==> src/rtl/sdp_mem_pkg.sv <==
// sdp_mem_pkg
// Shared definitions for the handshaked simple-dual-port memory:
//   LAT_MIN / LAT_MAX : bounds of the read latency (1 + OUT_REG)
//   rdw_mode_e        : same-edge same-address read/write behaviour
//   be_merge()        : per-byte select between old and new data
package sdp_mem_pkg;

  localparam int LAT_MIN = 1;
  localparam int LAT_MAX = 2;

  typedef enum logic {
    RDW_OLD = 1'b0,  // read sees the word as it was before the write
    RDW_NEW = 1'b1   // read sees the word with the write merged in
  } rdw_mode_e;

  // One byte lane of a byte-enabled merge: take the new byte when enabled.
  function automatic logic [7:0] be_merge(input logic [7:0] old_byte,
                                          input logic [7:0] new_byte,
                                          input logic       be);
    return be ? new_byte : old_byte;
  endfunction

endpackage

==> src/rtl/sdp_mem_hs_if.sv <==
// sdp_mem_hs_if
// Bundles the write port, read-request port, read-response port and the
// sticky out-of-range flag of sdp_mem_hs.
//   master : the client (drives requests, consumes responses)
//   slave  : the memory
interface sdp_mem_hs_if #(
  parameter int W_DATA = 16,
  parameter int W_ADDR = 6
);

  logic                  wr_valid;
  logic                  wr_ready;
  logic [W_ADDR-1:0]     wr_addr;
  logic [W_DATA-1:0]     wr_data;
  logic [W_DATA/8-1:0]   wr_be;

  logic                  rd_req_valid;
  logic                  rd_req_ready;
  logic [W_ADDR-1:0]     rd_req_addr;

  logic                  rd_resp_valid;
  logic                  rd_resp_ready;
  logic [W_DATA-1:0]     rd_resp_data;

  logic                  err_oob;

  modport master (
    output wr_valid, wr_addr, wr_data, wr_be,
    output rd_req_valid, rd_req_addr,
    output rd_resp_ready,
    input  wr_ready, rd_req_ready, rd_resp_valid, rd_resp_data, err_oob
  );

  modport slave (
    input  wr_valid, wr_addr, wr_data, wr_be,
    input  rd_req_valid, rd_req_addr,
    input  rd_resp_ready,
    output wr_ready, rd_req_ready, rd_resp_valid, rd_resp_data, err_oob
  );

endinterface

==> src/rtl/sdp_resp_buf.sv <==
// sdp_resp_buf
// Small FIFO holding read responses until the consumer takes them.
//   clk, rst_n : clock, asynchronous active-low reset (pointers/count only)
//   push       : write push_data at the tail
//   pop        : drop the head (ignored when empty)
//   head       : oldest entry, forced to zero while empty
//   valid      : FIFO non-empty
//   count      : number of stored entries
module sdp_resp_buf #(
  parameter int W     = 16,
  parameter int DEPTH = 3,
  parameter int CW    = $clog2(DEPTH + 1)
) (
  input  logic          clk,
  input  logic          rst_n,
  input  logic          push,
  input  logic [W-1:0]  push_data,
  input  logic          pop,
  output logic [W-1:0]  head,
  output logic          valid,
  output logic [CW-1:0] count
);

  localparam int PW = (DEPTH > 1) ? $clog2(DEPTH) : 1;

  logic [W-1:0]  mem [DEPTH];
  logic [PW-1:0] wr_ptr_reg;
  logic [PW-1:0] rd_ptr_reg;
  logic [CW-1:0] count_reg;
  logic          push_ok;
  logic          pop_ok;

  function automatic logic [PW-1:0] ptr_inc(input logic [PW-1:0] p);
    return (p == PW'(DEPTH - 1)) ? '0 : p + PW'(1);
  endfunction

  assign pop_ok  = pop && (count_reg != '0);
  // A push into a full buffer is only legal when the head leaves the same cycle.
  assign push_ok = push && ((count_reg != CW'(DEPTH)) || pop_ok);

  always_ff @(posedge clk) begin
    if (push_ok) begin
      mem[wr_ptr_reg] <= push_data;
    end
  end

  always_ff @(posedge clk or negedge rst_n) begin
    if (!rst_n) begin
      wr_ptr_reg <= '0;
      rd_ptr_reg <= '0;
      count_reg  <= '0;
    end else begin
      if (push_ok) wr_ptr_reg <= ptr_inc(wr_ptr_reg);
      if (pop_ok)  rd_ptr_reg <= ptr_inc(rd_ptr_reg);
      case ({push_ok, pop_ok})
        2'b10:   count_reg <= count_reg + CW'(1);
        2'b01:   count_reg <= count_reg - CW'(1);
        default: count_reg <= count_reg;
      endcase
    end
  end

  assign valid = (count_reg != '0);
  assign head  = valid ? mem[rd_ptr_reg] : '0;
  assign count = count_reg;

endmodule

==> src/rtl/sdp_mem_hs.sv <==
// sdp_mem_hs
// Simple-dual-port memory with valid/ready handshakes on write, read request
// and read response, byte-enable writes, read latency 1 + OUT_REG, selectable
// read-during-write behaviour and a LAT+1 deep response buffer.
//   clk, rst_n : clock, asynchronous active-low reset (array is not reset)
//   bus        : sdp_mem_hs_if.slave (wr_*, rd_req_*, rd_resp_*, err_oob)
module sdp_mem_hs
  import sdp_mem_pkg::*;
#(
  parameter int W_DATA   = 16,
  parameter int W_ADDR   = 6,
  parameter int DEPTH    = 64,
  parameter int OUT_REG  = 1,
  parameter int RDW_MODE = 0
) (
  input  logic        clk,
  input  logic        rst_n,
  sdp_mem_hs_if.slave bus
);

  localparam int LAT       = LAT_MIN + OUT_REG;
  localparam int NB        = W_DATA / 8;
  localparam int BUF_DEPTH = LAT + 1;
  localparam int NW        = $clog2(BUF_DEPTH + 1);
  localparam bit FWD_NEW   = (RDW_MODE == int'(RDW_NEW));
  localparam logic [W_ADDR:0] DEPTH_W = (W_ADDR + 1)'(DEPTH);

  logic              wr_ready_reg;
  logic              err_oob_reg;
  logic              wr_fire, wr_in_range;
  logic              rd_fire, rd_in_range;
  logic              resp_fire, resp_valid;
  logic              rd_req_ready;
  logic [NW-1:0]     outst;
  logic [NW-1:0]     buf_count;
  logic [W_DATA-1:0] buf_head;

  logic [W_DATA-1:0] ram [DEPTH];
  logic [W_DATA-1:0] ram_q_reg;
  logic              s1_valid_reg, s1_oob_reg, s1_fwd_reg;
  logic [W_DATA-1:0] s1_wdata_reg;
  logic [NB-1:0]     s1_wbe_reg;
  logic [W_DATA-1:0] s1_data;
  logic              pipe_valid;   // last pipeline stage feeding the buffer
  logic [W_DATA-1:0] pipe_data;
  logic              s2_busy;      // extra stage occupied (0 when OUT_REG=0)

  assign wr_in_range = ({1'b0, bus.wr_addr} < DEPTH_W);
  assign rd_in_range = ({1'b0, bus.rd_req_addr} < DEPTH_W);
  assign wr_fire     = bus.wr_valid && wr_ready_reg;
  assign resp_fire   = resp_valid && bus.rd_resp_ready;
  assign rd_fire     = bus.rd_req_valid && rd_req_ready;

  // Outstanding = everything in the read pipeline plus everything buffered.
  // The buffer has LAT+1 slots, so capping this at LAT+1 means a response can
  // never find the buffer full; a pop in the same cycle frees one slot.
  assign outst = buf_count + NW'(s1_valid_reg) + NW'(s2_busy);
  assign rd_req_ready = wr_ready_reg && ((outst < NW'(LAT + 1)) || resp_fire);

  always_ff @(posedge clk or negedge rst_n) begin
    if (!rst_n) wr_ready_reg <= 1'b0;
    else        wr_ready_reg <= 1'b1;
  end

  always_ff @(posedge clk or negedge rst_n) begin
    if (!rst_n) begin
      err_oob_reg <= 1'b0;
    end else if ((wr_fire && !wr_in_range) || (rd_fire && !rd_in_range)) begin
      err_oob_reg <= 1'b1;
    end
  end

  // Array: byte-enabled write and registered read, kept free of reset so it
  // maps onto block RAM. Reading the old word on a same-address collision is
  // the natural behaviour of this template.
  always_ff @(posedge clk) begin
    if (wr_fire && wr_in_range) begin
      for (int b = 0; b < NB; b++) begin
        if (bus.wr_be[b]) ram[bus.wr_addr][8*b +: 8] <= bus.wr_data[8*b +: 8];
      end
    end
  end

  always_ff @(posedge clk) begin
    if (rd_fire) ram_q_reg <= ram[bus.rd_req_addr];
  end

  // Side information travelling with the RAM read: out-of-range marker and,
  // for new-data mode, the colliding write so it can be merged after the RAM.
  always_ff @(posedge clk or negedge rst_n) begin
    if (!rst_n) begin
      s1_valid_reg <= 1'b0;
      s1_oob_reg   <= 1'b0;
      s1_fwd_reg   <= 1'b0;
      s1_wdata_reg <= '0;
      s1_wbe_reg   <= '0;
    end else begin
      s1_valid_reg <= rd_fire;
      if (rd_fire) begin
        s1_oob_reg   <= !rd_in_range;
        s1_fwd_reg   <= FWD_NEW && wr_fire && wr_in_range &&
                        (bus.wr_addr == bus.rd_req_addr);
        s1_wdata_reg <= bus.wr_data;
        s1_wbe_reg   <= bus.wr_be;
      end
    end
  end

  generate
    for (genvar gi = 0; gi < NB; gi++) begin : g_merge
      assign s1_data[8*gi +: 8] = s1_oob_reg ? 8'h00 :
          be_merge(ram_q_reg[8*gi +: 8], s1_wdata_reg[8*gi +: 8],
                   s1_fwd_reg && s1_wbe_reg[gi]);
    end

    if (OUT_REG != 0) begin : g_out_reg
      logic              s2_valid_reg;
      logic [W_DATA-1:0] s2_data_reg;
      always_ff @(posedge clk or negedge rst_n) begin
        if (!rst_n) begin
          s2_valid_reg <= 1'b0;
          s2_data_reg  <= '0;
        end else begin
          s2_valid_reg <= s1_valid_reg;
          if (s1_valid_reg) s2_data_reg <= s1_data;
        end
      end
      assign pipe_valid = s2_valid_reg;
      assign pipe_data  = s2_data_reg;
      assign s2_busy    = s2_valid_reg;
    end else begin : g_no_out_reg
      assign pipe_valid = s1_valid_reg;
      assign pipe_data  = s1_data;
      assign s2_busy    = 1'b0;
    end
  endgenerate

  sdp_resp_buf #(
    .W     (W_DATA),
    .DEPTH (BUF_DEPTH),
    .CW    (NW)
  ) u_resp_buf (
    .clk       (clk),
    .rst_n     (rst_n),
    .push      (pipe_valid),
    .push_data (pipe_data),
    .pop       (resp_fire),
    .head      (buf_head),
    .valid     (resp_valid),
    .count     (buf_count)
  );

  assign bus.wr_ready      = wr_ready_reg;
  assign bus.rd_req_ready  = rd_req_ready;
  assign bus.rd_resp_valid = resp_valid;
  assign bus.rd_resp_data  = buf_head;
  assign bus.err_oob       = err_oob_reg;

endmodule

==> src/flat_wrapper.sv <==
// flat-port wrapper written by rule: the top's interface ports become plain ports
module sdp_mem_hs_flat import sdp_mem_pkg::*;
#(
  parameter int W_DATA   = 16,
  parameter int W_ADDR   = 6,
  parameter int DEPTH    = 64,
  parameter int OUT_REG  = 1,
  parameter int RDW_MODE = 0
)
  (clk, rst_n, bus_wr_valid, bus_wr_addr, bus_wr_data, bus_wr_be, bus_rd_req_valid, bus_rd_req_addr, bus_rd_resp_ready, bus_wr_ready, bus_rd_req_ready, bus_rd_resp_valid, bus_rd_resp_data, bus_err_oob);
  sdp_mem_hs_if #(.W_DATA(W_DATA), .W_ADDR(W_ADDR)) bus_i ();
  input  logic clk;
  input  logic rst_n;
  input wire logic [$bits(bus_i.wr_valid)-1:0] bus_wr_valid;
  input wire logic [$bits(bus_i.wr_addr)-1:0] bus_wr_addr;
  input wire logic [$bits(bus_i.wr_data)-1:0] bus_wr_data;
  input wire logic [$bits(bus_i.wr_be)-1:0] bus_wr_be;
  input wire logic [$bits(bus_i.rd_req_valid)-1:0] bus_rd_req_valid;
  input wire logic [$bits(bus_i.rd_req_addr)-1:0] bus_rd_req_addr;
  input wire logic [$bits(bus_i.rd_resp_ready)-1:0] bus_rd_resp_ready;
  output wire logic [$bits(bus_i.wr_ready)-1:0] bus_wr_ready;
  output wire logic [$bits(bus_i.rd_req_ready)-1:0] bus_rd_req_ready;
  output wire logic [$bits(bus_i.rd_resp_valid)-1:0] bus_rd_resp_valid;
  output wire logic [$bits(bus_i.rd_resp_data)-1:0] bus_rd_resp_data;
  output wire logic [$bits(bus_i.err_oob)-1:0] bus_err_oob;
  assign bus_i.wr_valid = bus_wr_valid;
  assign bus_i.wr_addr = bus_wr_addr;
  assign bus_i.wr_data = bus_wr_data;
  assign bus_i.wr_be = bus_wr_be;
  assign bus_i.rd_req_valid = bus_rd_req_valid;
  assign bus_i.rd_req_addr = bus_rd_req_addr;
  assign bus_i.rd_resp_ready = bus_rd_resp_ready;
  assign bus_wr_ready = bus_i.wr_ready;
  assign bus_rd_req_ready = bus_i.rd_req_ready;
  assign bus_rd_resp_valid = bus_i.rd_resp_valid;
  assign bus_rd_resp_data = bus_i.rd_resp_data;
  assign bus_err_oob = bus_i.err_oob;
  sdp_mem_hs #(.W_DATA(W_DATA), .W_ADDR(W_ADDR), .DEPTH(DEPTH), .OUT_REG(OUT_REG), .RDW_MODE(RDW_MODE)) u_core (.clk(clk), .rst_n(rst_n), .bus(bus_i));
endmodule
==> config.mk <==
export PLATFORM = sky130hd
export DESIGN_NAME = sdp_mem_hs_flat
export DESIGN_NICKNAME = d
export VERILOG_FILES = /design/src/rtl/sdp_mem_pkg.sv /design/src/rtl/sdp_mem_hs_if.sv /design/src/rtl/sdp_resp_buf.sv /design/src/rtl/sdp_mem_hs.sv /design/src/flat_wrapper.sv
export SDC_FILE = /design/constraint.sdc
export NUM_CORES = 1
export LEC_CHECK = 0
export BUFFER_PORTS_ARGS = -buffer_cell sky130_fd_sc_hd__buf_2
export CORE_MARGIN = 10
export CORE_UTILIZATION = 50
export DETAILED_ROUTE_END_ITERATION = 10
export GPL_TIMING_DRIVEN = 1
export PLACE_DENSITY = 0.77
export SLEW_MARGIN = 20
export SYNTH_ARGS = -nofsm -noshare
export SYNTH_HDL_FRONTEND = slang
export SYNTH_SLANG_ARGS = --single-unit
==> constraint.sdc <==
create_clock -name clk -period 3.02 [get_ports clk]
set_clock_uncertainty 0.2 [all_clocks]
set_input_delay 0.151 -clock clk [delete_from_list [all_inputs] [get_ports clk]]
set_output_delay 0.151 -clock clk [all_outputs]
set_load 0.01 [all_outputs]
Word level (Yosys, flattened, before mapping)
Memory sizes are Yosys's and may differ from the RTL's. A register that Yosys moved wholly into a read port is not among the register bits.
Cells that the tools add are included.
{ "op_classes": {"n_addsub": 6, "n_lt_le_gt_ge": 1, "eq_ne": 5, "n_mux": 12, "reduce_logical": 10} }
{ "ops": {"columns": ["operator", "n"], "rows": [
  ["$mux W16", 1],
  ["$mux W1", 8],
  ["$add A2 B1 Y2 const B", 3],
  ["$eq A2 B2 Y1 const B", 3],
  ["$logic_and A1 B1 Y1", 6],
  ["$add A2 B1 Y2", 2],
  ["$mux W2", 2],
  ["$pmux W2 S2", 1],
  ["$reduce_bool A2 Y1", 2],
  ["$eq A2 B1 Y1 const B", 1],
  ["$logic_or A1 B1 Y1", 2],
  ["$lt A2 B2 Y1 const B", 1],
  ["$ne A2 B2 Y1 const B", 1],
  ["$sub A2 B1 Y2 const B", 1]
]} }
{ "totals": {"register_bits": 25, "ram_bits": 1072, "in_bits": 35, "output_inout_bits": 20, "word_cells": 43, "mem_count": 2} }
{ "memory_table": {"columns": ["memory", "words", "width", "rd", "rd_clocked_by_memory_dff", "wr", "line", "rtl"], "rows": [
  ["u_core.ram", 64, 16, 1, 1, 1, "sdp_mem_hs.sv:38", "logic [W_DATA-1:0] ram [DEPTH];"],
  ["u_core.u_resp_buf.mem", 3, 16, 1, 0, 1, "sdp_resp_buf.sv:26", "logic [W-1:0] mem [DEPTH];"]
]} }

Logic depth before layout (Yosys ltp)
Gate-level depths: netlist (run 1).
{ "logic_depth": {"depth_word": 7, "mapped_depth": 9, "mapped_depth_nobuf": 5} }

Hierarchy
Synthesis (run 1) repeated with hierarchy kept, for this count alone.
{ "unflattened": {"hier_cells": 2054, "area_unflattened_um2": 43279.0} }
{ "by_module_without_submodules": {"columns": ["mod", "instances", "cells_each", "area_each_um2", "seq_area_each_um2"], "rows": [
  ["sdp_mem_hs", 1, 1918, 41029.4, 31705.4],
  ["sdp_resp_buf", 1, 136, 2249.7, 1591.5]
]} }

Worst setup path before layout (run 1)
No wires, ideal clock.
{ "synth_path": {"path_type": "register to register", "start": "reg u_core.u_resp_buf.count_reg[0], in the netlist u_core.u_resp_buf.count[0]", "end": "mem u_core.u_resp_buf.mem[1][0], enable pin", "arrival_time_ps": 2086, "setup_slack_ps": 318, "stages_incl_launch_ff": 5, "path_cell_list": "dfrtp_1 -> clkbuf_1 -> nand2_1 -> o21ai_0 -> nor3b_1"} }
{ "synth_between": {"elab_chain_cells": 7, "word_cells_on_any_way": 8, "cone_classes": "eq/ne (1); mux (2); reduce/logical (5)"} }
{ "synth_rtl": {"columns": ["element", "line", "rtl"], "rows": [
  ["start: declaration", "sdp_resp_buf.sv:29", "logic [CW-1:0] count_reg;"],
  ["start signal: assignment", "sdp_resp_buf.sv:56", "2'b10: count_reg <= count_reg + CW'(1);"],
  ["start signal: assignment", "sdp_resp_buf.sv:57", "2'b01: count_reg <= count_reg - CW'(1);"],
  ["start signal: assignment", "sdp_resp_buf.sv:58", "default: count_reg <= count_reg;"],
  ["$reduce_bool A2 Y1", "sdp_resp_buf.sv:37, sdp_resp_buf.sv:63", null],
  ["$logic_and A1 B1 Y1", "sdp_mem_hs.sv:51", "assign resp_fire = resp_valid && bus.rd_resp_ready;"],
  ["$logic_and A1 B1 Y1", "sdp_resp_buf.sv:37", "assign pop_ok = pop && (count_reg != '0);"],
  ["$logic_or A1 B1 Y1 *", "sdp_resp_buf.sv:39", "assign push_ok = push && ((count_reg != CW'(DEPTH)) || pop_ok);"],
  ["$logic_and A1 B1 Y1 *", "sdp_resp_buf.sv:39", null],
  ["$mux W1 *", "sdp_resp_buf.sv:42", "if (push_ok) begin"],
  ["$mux W1 (not written as such) *", "sdp_resp_buf.sv:43", "mem[wr_ptr_reg] <= push_data;"],
  ["end: declaration", "sdp_resp_buf.sv:26", null]
]} }
Every way passes the cells marked *; elsewhere a longest branch is shown, timed or not.

Worst setup path after layout (run 1)
{ "layout_path": {"start": "reg u_core.wr_ready_reg, in the netlist u_core.bus.wr_ready", "end": "mem u_core.ram[56][7], enable pin"} }
{ "layout_between": {"elab_chain_cells": 3} }
{ "layout_rtl": {"columns": ["element", "line", "rtl"], "rows": [
  ["start: declaration", "sdp_mem_hs.sv:28", "logic wr_ready_reg;"],
  ["start signal: assignment", "sdp_mem_hs.sv:61", "if (!rst_n) wr_ready_reg <= 1'b0;"],
  ["start signal: assignment", "sdp_mem_hs.sv:62", "else wr_ready_reg <= 1'b1;"],
  ["$logic_and A1 B1 Y1", "sdp_mem_hs.sv:50", "assign wr_fire = bus.wr_valid && wr_ready_reg;"],
  ["$mux W1", "sdp_mem_hs.sv:77", "if (wr_fire && wr_in_range) begin"],
  ["$mux W1 (not written as such)", "sdp_mem_hs.sv:79", "if (bus.wr_be[b]) ram[bus.wr_addr][8*b +: 8] <= bus.wr_data[8*b +: 8];"],
  ["end: declaration", "sdp_mem_hs.sv:38", null]
]} }
Every way passes these cells.

==> results of run 1 <==
==> layout make-up <==
type / instances / area (µm²)
antenna: 1 / 2.50
clock inverter: 66 / 498
clock buffer: 132 / 2790
fill: 5953 / 36000
timing repair buffer: 264 / 2070
tap: 1144 / 1430
sequential: 1113 / 33300
inverter: 4 / 15.0
multi-input combinational: 872 / 9390
==> metrics by stage <==
| step | total power (W) | hold slack, ns | std cells |
|---|---|---|---|
| 6_report | 0.0324 | 0.143 | 3596 |
| 5_1_grt | 0.0334 | 0.160 | 3596 |
| 4_1_cts | 0.0326 | 0.0880 | 3592 |
| 3_5_place_dp | 0.0201 | -0.0310 | 3376 |
| 3_3_place_gp | 0.0200 | -0.0412 | 3376 |
| 2_1_floorplan | 0.0191 | -0.345 | 2105 |
==> routing by layer <==
| metal | track usage | share of wire |
|---|---|---|
| met5 | 0 | 0.00062 |
| met4 | 0.0557 | 0.024 |
| met3 | 0.0511 | 0.11 |
| met2 | 0.314 | 0.48 |
| met1 | 0.276 | 0.39 |
==> repair_timing <==
action	CTS	global route
resized for setup	2	12
hold buffers	18	3
hold endpoints to repair	489	192
endpoints found under the setup margin	20	195
pin swaps	0	0
==> cell usage in the layout (no fill, tap or decap), types with 6 or more instances in the layout <==
cell / netlist / routed
sky130_fd_sc_hd__edfxtp_1: 1088 / 1088
sky130_fd_sc_hd__mux4_2: 192 / 192
sky130_fd_sc_hd__buf_4: 17 / 183
sky130_fd_sc_hd__nor2_1: 179 / 167
sky130_fd_sc_hd__mux2i_1: 126 / 126
sky130_fd_sc_hd__clkbuf_16: 0 / 108
sky130_fd_sc_hd__nand2_1: 74 / 74
sky130_fd_sc_hd__mux2_2: 57 / 57
sky130_fd_sc_hd__a22oi_1: 56 / 56
sky130_fd_sc_hd__buf_2: 32 / 47
sky130_fd_sc_hd__clkinv_2: 0 / 27
sky130_fd_sc_hd__mux4_1: 24 / 24
sky130_fd_sc_hd__clkbuf_1: 40 / 24
sky130_fd_sc_hd__dfrtp_1: 25 / 24
sky130_fd_sc_hd__clkinv_1: 1 / 23
sky130_fd_sc_hd__dlygate4sd3_1: 0 / 20
sky130_fd_sc_hd__a21oi_1: 19 / 19
sky130_fd_sc_hd__nand3_1: 17 / 17
sky130_fd_sc_hd__o22ai_1: 16 / 16
sky130_fd_sc_hd__nor2_2: 1 / 12
sky130_fd_sc_hd__nor2b_1: 11 / 11
sky130_fd_sc_hd__nor3_1: 12 / 11
sky130_fd_sc_hd__buf_12: 0 / 11
sky130_fd_sc_hd__o211ai_1: 10 / 10
sky130_fd_sc_hd__a221oi_1: 10 / 10
sky130_fd_sc_hd__o21ai_0: 9 / 9
sky130_fd_sc_hd__a31o_2: 6 / 6
sky130_fd_sc_hd__o2111ai_1: 6 / 6
sky130_fd_sc_hd__a32oi_1: 6 / 6
sky130_fd_sc_hd__a211oi_1: 6 / 6
sky130_fd_sc_hd__o211a_1: 6 / 6
==> worst max-delay path: cells and delay by family (launching register included) <==
family	cells	cell delay [ns]
and+or+nand+nor	4	1.80
DFF	1	0.56
==> power by group <==
part | switching [W] | internal [W]
combinational | 0.00142 | 0.000919
sequential | 0.000195 | 0.0173
clock | 0.00562 | 0.00701
total | 0.00723 | 0.0252
==> logic make-up after synthesis <==
family | after synthesis | share of synthesized area
AO/OA/AOI/OAI | 154 | 0.0257
multiplexers | 399 | 0.158
XOR/XNOR | 1 | 0.000202
adder cells (fa/ha/maj) | 1 | 0.000462
other | 2 | 0.000173
AND/OR/NAND/NOR | 315 | 0.0305
buffers and inverters | 120 | 0.0163
flip-flops | 1113 | 0.768
==> how the worst min path moves through the flow <==
stage | start | to | slack [ns] | depth (start not counted)
finish | bus_rd_req_addr[5] | u_core.ram_q_reg[2] | 0.14 | 5
global route | bus_rd_req_addr[5] | u_core.ram_q_reg[2] | 0.16 | 5
CTS | bus_rd_req_addr[5] | u_core.ram_q_reg[2] | 0.09 | 5
detailed placement | rst_n | u_core.u_resp_buf.rd_ptr_reg[1] | -0.03 | 1
global placement | rst_n | u_core.u_resp_buf.count[1] | -0.04 | 1
floorplan | rst_n | u_core.bus.wr_ready | -0.34 | 0
==> flow_metrics.py, run 1 <==
metrics = {
    "synth": {
        "number_of_enable_flip_flop_cells_after_synthesis": 1088,
        "post_synth_top_flop": "sky130_fd_sc_hd__edfxtp_1",
        "synth_warnings": 0,
        "most_area_hungry_cell_type_in_the_yosys_netlist": "sky130_fd_sc_hd__edfxtp_1",
        "synth-seq-cells": 1113,
        "synth_area_um2": 43300,
        "syn_nets": 2141,
        "dominant_cells_by_area_after_synthesis": "sky130_fd_sc_hd__edfxtp_1 75%, sky130_fd_sc_hd__mux4_2 10%, sky130_fd_sc_hd__mux2i_1 2.9%",
        "synth_top_area_frac": 0.754,
        "post-synth-top-count-cell": "sky130_fd_sc_hd__edfxtp_1",
        "synthTopCellsByCount": "1,088 x sky130_fd_sc_hd__edfxtp_1, 192 x sky130_fd_sc_hd__mux4_2, 179 x sky130_fd_sc_hd__nor2_1",
        "postSynth.asyncResetShare": 0.0225,
        "synth.avg_cell_area_um2": 20.6,
        "yosysUniqueCellTypes": 47,
        "seq_area_frac_synth": 0.768,
        "synthCells": 2105,
    },
    "route": {
        "initialDrtViolationCount": 2958,
        "route.vias.total": 22100,
        "drc": 0,
        "wl_mm": 99.2,
        "postRouteAntennaNets": 0,
        "detail_route.vias_per_cell": 6.13,
        "route.detailed.wl_per_inst_um": 27.6,
        "drt_pass1_iterations": 5,
    },
    "worst_setup_path": {
        "crit_required_ns": 3.13,
        "crit_chain": "nand2_1, nor2_1, nand3_1, nor2_1",
        "critPathSlowestCell": "sky130_fd_sc_hd__nor2_1",
        "timing.critical_path.to_type": "flop",
        "worst_path_largest_cell_delay_ns": 0.73,
        "cp-endpoint": "u_core.ram[56][7]",
        "worst_path_most_repeated_cell": "sky130_fd_sc_hd__nor2_1",
        "worst_r2r_startpoint": "u_core.bus.wr_ready",
        "setup.worst_path.class": "flop to flop",
        "critical_path.startpoint_type": "flop",
        "reg2reg_setup_slack_ns": 0.08,
        "crit_start": "u_core.bus.wr_ready",
        "crit_path_max_fanout": 8,
        "worst-endpoint-arrival_ns": 3.05,
        "worstRegToRegCells": 4,
        "worst_r2r_endpoint": "u_core.ram[56][7]",
    },
    "die": {
        "io_pins": 55,
        "die_x_um": 314,
        "floorplan.initialDensity": 0.507,
        "die_area_um2": 98900,
        "rows": 107,
        "die-height_um": 314,
        "core-area_um2": 85500,
    },
    "place": {
        "dp_worst_setup_slack_ns": -0.0115,
        "gp_congestion": 0.864,
        "port_buffers": 53,
        "dp_hpwl_mm": 63.0,
        "dpl-instance-area_um2": 45900,
    },
    "sta": {
        "report.final.hold_viol_count": 0,
        "worstMarginPinSlew_ns": 1.06,
        "setup_slack_ns": 0.0805,
        "report.final.slew_viol_count": 0,
        "setup_viol_count_final": 0,
        "totalNegativeSetupSlack_ns": 0,
        "finalCritPeriodShare": 0.973,
        "maxSlewHeadroom": 0.296,
        "min_period_ns": 2.94,
        "maximum_operating_frequency_mhz": 340,
    },
    "cts": {
        "clock_tree.root_cell": "sky130_fd_sc_hd__clkbuf_16",
        "tritoncts_clock_tree": "done",
        "postCtsSetupBuffers": 0,
        "worst_skew_pair.late_latency_ns": 0.68,
        "cts.reportedPaths.clkPinSlew_ns": 0.06,
        "cts.sinks": 1113,
        "cts_buffer_depth": 3,
        "htree_num_levels": 3,
        "numCtsBuffers": 108,
    },
    "global_routing": {
        "grt_pass1_wl_mm": 148,
        "final_global_route_overflow_total": 0,
        "number_of_global_route_vias_before_repair": 22600,
        "grt_use_total": 0.200,
        "antenna_found_initial": 9,
        "grt_max_degree": 65,
    },
    "power": {
        "ir_drop_worst_vdd_uv": 571,
        "static-leakage-power_nw": 16.3,
        "power.density_cell_area_nw_per_um2": 655,
    },
    "finish": {
        "largest_register_ff_count": 1024,
        "synthToLayoutAreaGrowth_pct": 14.2,
        "largestRegisters": "u_core.ram: 1024 flops, u_core.u_resp_buf.mem: 48 flops",
        "final_design_area_no_fill_um2": 49500,
        "registers.top_by_ff_count": "u_core.ram",
        "fin_util": 0.579,
        "layout-drive-gt1-share": 0.274,
        "design.final.nets": 2399,
    },
    "flow_run": {
        "max_cap_viol_count": 0,
    },
    "outcome": {
        "run_status": "finished clean",
    },
    "min_path": {
        "hold_path.class": "primary input to flop",
    },
}
Power figures use the tool's default switching activity.
==> inputs of run 2 (changes only) <==
--- a/config.mk
+++ b/config.mk
@@ -14,4 +14,5 @@
 export SLEW_MARGIN = 20
 export SYNTH_ARGS = -nofsm -noshare
 export SYNTH_HDL_FRONTEND = slang
+export SYNTH_HIERARCHICAL = 1
 export SYNTH_SLANG_ARGS = --single-unit
==> run 2 against run 1 <==
Compared with the run above: die area down 0.13%; routed wire length down 0.41%; global-route usage barely moved; utilization grew 0.70 points; sequential power hardly changed; worst hold slack got worse by 0.12 ns; critical path type is now flop to output pin; largest cell class unchanged.
==> flow_metrics.py, run 2 <==
metrics = {
    "worst_setup_path": {
        "worst_r2r_startpoint": "u_core/u_resp_buf/count[0]",
        "timing.critical_path.to_type": "output pin",
        "worst-endpoint-arrival_ns": 2.38,
        "crit_path_max_fanout": 19,
        "crit_start": "u_core/u_resp_buf/rd_ptr_reg[0]",
        "setup.worst_path.class": "flop to output pin",
        "crit_required_ns": 2.67,
        "critical_path.startpoint_type": "flop",
    },
    "die": {
        "die_x_um": 314,
        "io_pins": 55,
        "rows": 107,
        "core-area_um2": 85500,
        "floorplan.initialDensity": 0.506,
        "die_area_um2": 98700,
        "die-height_um": 314,
    },
    "synth": {
        "most_area_hungry_cell_type_in_the_yosys_netlist": "sky130_fd_sc_hd__edfxtp_1",
        "synthTopCellsByCount": "1,088 x sky130_fd_sc_hd__edfxtp_1, 232 x sky130_fd_sc_hd__mux4_2, 166 x sky130_fd_sc_hd__nor2_1",
        "yosysUniqueCellTypes": 54,
        "postSynth.asyncResetShare": 0.0225,
        "post_synth_top_flop": "sky130_fd_sc_hd__edfxtp_1",
        "dominant_cells_by_area_after_synthesis": "sky130_fd_sc_hd__edfxtp_1 75%, sky130_fd_sc_hd__mux4_2 12%, sky130_fd_sc_hd__mux2i_1 2.0%",
        "number_of_enable_flip_flop_cells_after_synthesis": 1088,
        "synthCells": 2054,
        "synth_warnings": 6,
        "synth_top_area_frac": 0.755,
        "synth.avg_cell_area_um2": 21.1,
        "seq_area_frac_synth": 0.769,
        "syn_nets": 2090,
        "post-synth-top-count-cell": "sky130_fd_sc_hd__edfxtp_1",
        "synth-seq-cells": 1113,
        "synth_area_um2": 43300,
    },
    "route": {
        "route.detailed.wl_per_inst_um": 27.4,
        "initialDrtViolationCount": 2932,
        "drt_pass1_iterations": 6,
        "wl_mm": 98.7,
        "drc": 0,
        "route.vias.total": 22100,
        "detail_route.vias_per_cell": 6.15,
        "postRouteAntennaNets": 0,
    },
    "cts": {
        "cts.sinks": 1113,
        "htree_num_levels": 3,
        "numCtsBuffers": 109,
        "cts_buffer_depth": 3,
        "cts.reportedPaths.clkPinSlew_ns": 0.06,
        "tritoncts_clock_tree": "done",
        "worst_skew_pair.late_latency_ns": 0.69,
        "clock_tree.root_cell": "sky130_fd_sc_hd__clkbuf_16",
    },
    "sta": {
        "rsz0062_at_grt": "false",
        "report.final.hold_viol_count": 0,
        "min_period_ns": 2.73,
        "totalNegativeSetupSlack_ns": 0,
        "setup_slack_ns": 0.286,
        "maximum_operating_frequency_mhz": 366,
        "setup_viol_count_final": 0,
        "worstMarginPinSlew_ns": 1.04,
        "finalCritPeriodShare": 0.905,
        "maxSlewHeadroom": 0.304,
        "report.final.slew_viol_count": 0,
    },
    "global_routing": {
        "grt_pass1_wl_mm": 148,
        "number_of_global_route_vias_before_repair": 22600,
        "grt_use_total": 0.200,
        "grt_max_degree": 65,
        "final_global_route_overflow_total": 0,
        "antenna_found_initial": 8,
    },
    "place": {
        "dpl-instance-area_um2": 46300,
        "dp_worst_setup_slack_ns": 0.145,
        "port_buffers": 53,
        "gp_congestion": 0.882,
        "dp_hpwl_mm": 61.7,
    },
    "finish": {
        "synthToLayoutAreaGrowth_pct": 15.8,
        "layout_common_cells": "1,088 x sky130_fd_sc_hd__edfxtp_1, 232 x sky130_fd_sc_hd__buf_4, 232 x sky130_fd_sc_hd__mux4_2",
        "largestRegisters": "u_core/ram: 1024 flops, u_core/u_resp_buf/mem: 48 flops",
        "registers.top_by_ff_count": "u_core/ram",
        "layout-drive-gt1-share": 0.309,
        "most_common_cell_after_layout_fill_and_taps_aside": "sky130_fd_sc_hd__edfxtp_1",
        "design.final.nets": 2396,
        "sequential_cell_area_um2": 33300,
        "multiInputGateArea_um2": 9290,
        "largest_register_ff_count": 1024,
        "layout.filler_cells": 5887,
        "final_design_area_no_fill_um2": 50100,
        "fin_util": 0.586,
    },
    "outcome": {
        "run_status": "finished clean",
    },
    "power": {
        "total_power_w": 0.0336,
        "power.density_cell_area_nw_per_um2": 670,
        "static-leakage-power_nw": 16.4,
        "ir_drop_worst_vdd_uv": 539,
    },
    "flow_run": {
        "max_cap_viol_count": 0,
    },
    "min_path": {
        "hp-start": "bus_wr_data[9]",
        "hold_path.class": "primary input to flop",
    },
}
==> run 2: cell count changes after synthesis, moves of 12 or more <==
cell | previous run | this run
sky130_fd_sc_hd__nand2_1 | 74 | 26
sky130_fd_sc_hd__mux2i_1 | 126 | 86
sky130_fd_sc_hd__mux4_2 | 192 | 232
sky130_fd_sc_hd__mux4_1 | 24 | 0
sky130_fd_sc_hd__a22oi_1 | 56 | 33
sky130_fd_sc_hd__nor2b_1 | 11 | 30
sky130_fd_sc_hd__nor2_1 | 179 | 166
sky130_fd_sc_hd__nand3_1 | 17 | 29
==> run 2: cell type report <==
cell class                      count  share of cell area
Sequential cell                  1113               0.665
Multi-Input combinational cell    817               0.185
Clock buffer                      127              0.0566
Timing Repair Buffer              314              0.0495
Tap cell                         1144              0.0286
Clock inverter                     77              0.0149
Inverter                            5            0.000375
Antenna cell                        1           0.0000500
==> run 2: power breakdown <==
group	internal, W	switching (W)	total, W
Combinational	0.00105	0.00134	0.00239
Sequential	0.0174	0.000347	0.0177
Clock	0.00777	0.00571	0.0135
==> run 2: stage by stage <==
stage	hold slack (ns)	std cells
5_1_grt	0.0460	3598
3_3_place_gp	-0.0445	3371
2_1_floorplan	-0.345	2054
6_report	0.0263	3598
3_5_place_dp	-0.0335	3371
4_1_cts	0.00177	3588
==> run 2: final timing paths <==
path | endpoint | slack (ns) | cells after the start
max | bus_rd_resp_data[1] | 0.29 | 4
min | u_core/ram[3][9] | 0.03 | 1
min reg2reg | u_core/u_resp_buf/mem[2][15] | 0.28 | 0
max in group asynchronous | u_core/g_out_reg.s2_data_reg[13] | 1.80 | 4
max reg2reg | u_core/ram_q_reg[1] | 0.32 | 6
min in group asynchronous | u_core/u_resp_buf/rd_ptr_reg[0] | 0.43 | 4
==> run 2: worst max-delay path: stages (launching register included) <==
cell,delay (ns)
sky130_fd_sc_hd__dfrtp_1,0.92
sky130_fd_sc_hd__mux2_2,0.42
sky130_fd_sc_hd__mux2i_1,0.17
sky130_fd_sc_hd__nor2_1,0.06
sky130_fd_sc_hd__buf_2,0.14
==> run 2: what timing repair did <==
item,CTS,global route
setup endpoints to repair,0,0
gates resized for setup,0,0
buffers inserted,0,0
hold buffers,13,8
hold endpoints to repair,304,410
==> run 2: logic make-up after synthesis <==
family | after synthesis | share of synthesized area
compound gates | 147 | 0.0259
xor+xnor | 1 | 0.000202
fa+ha+maj | 1 | 0.000463
buf+inv | 124 | 0.0164
flops | 1113 | 0.769
mux | 384 | 0.158
other cells | 2 | 0.000174
simple gates | 282 | 0.0290
==> run 2: metal layers <==
metal  vias up  global-route usage  share of wire
met5         -                   0        0.00087
met4        14              0.0631          0.030
met3       225              0.0503           0.11
met2      1315               0.320           0.48
met1     11400               0.269           0.38
li1       9115                   -              -
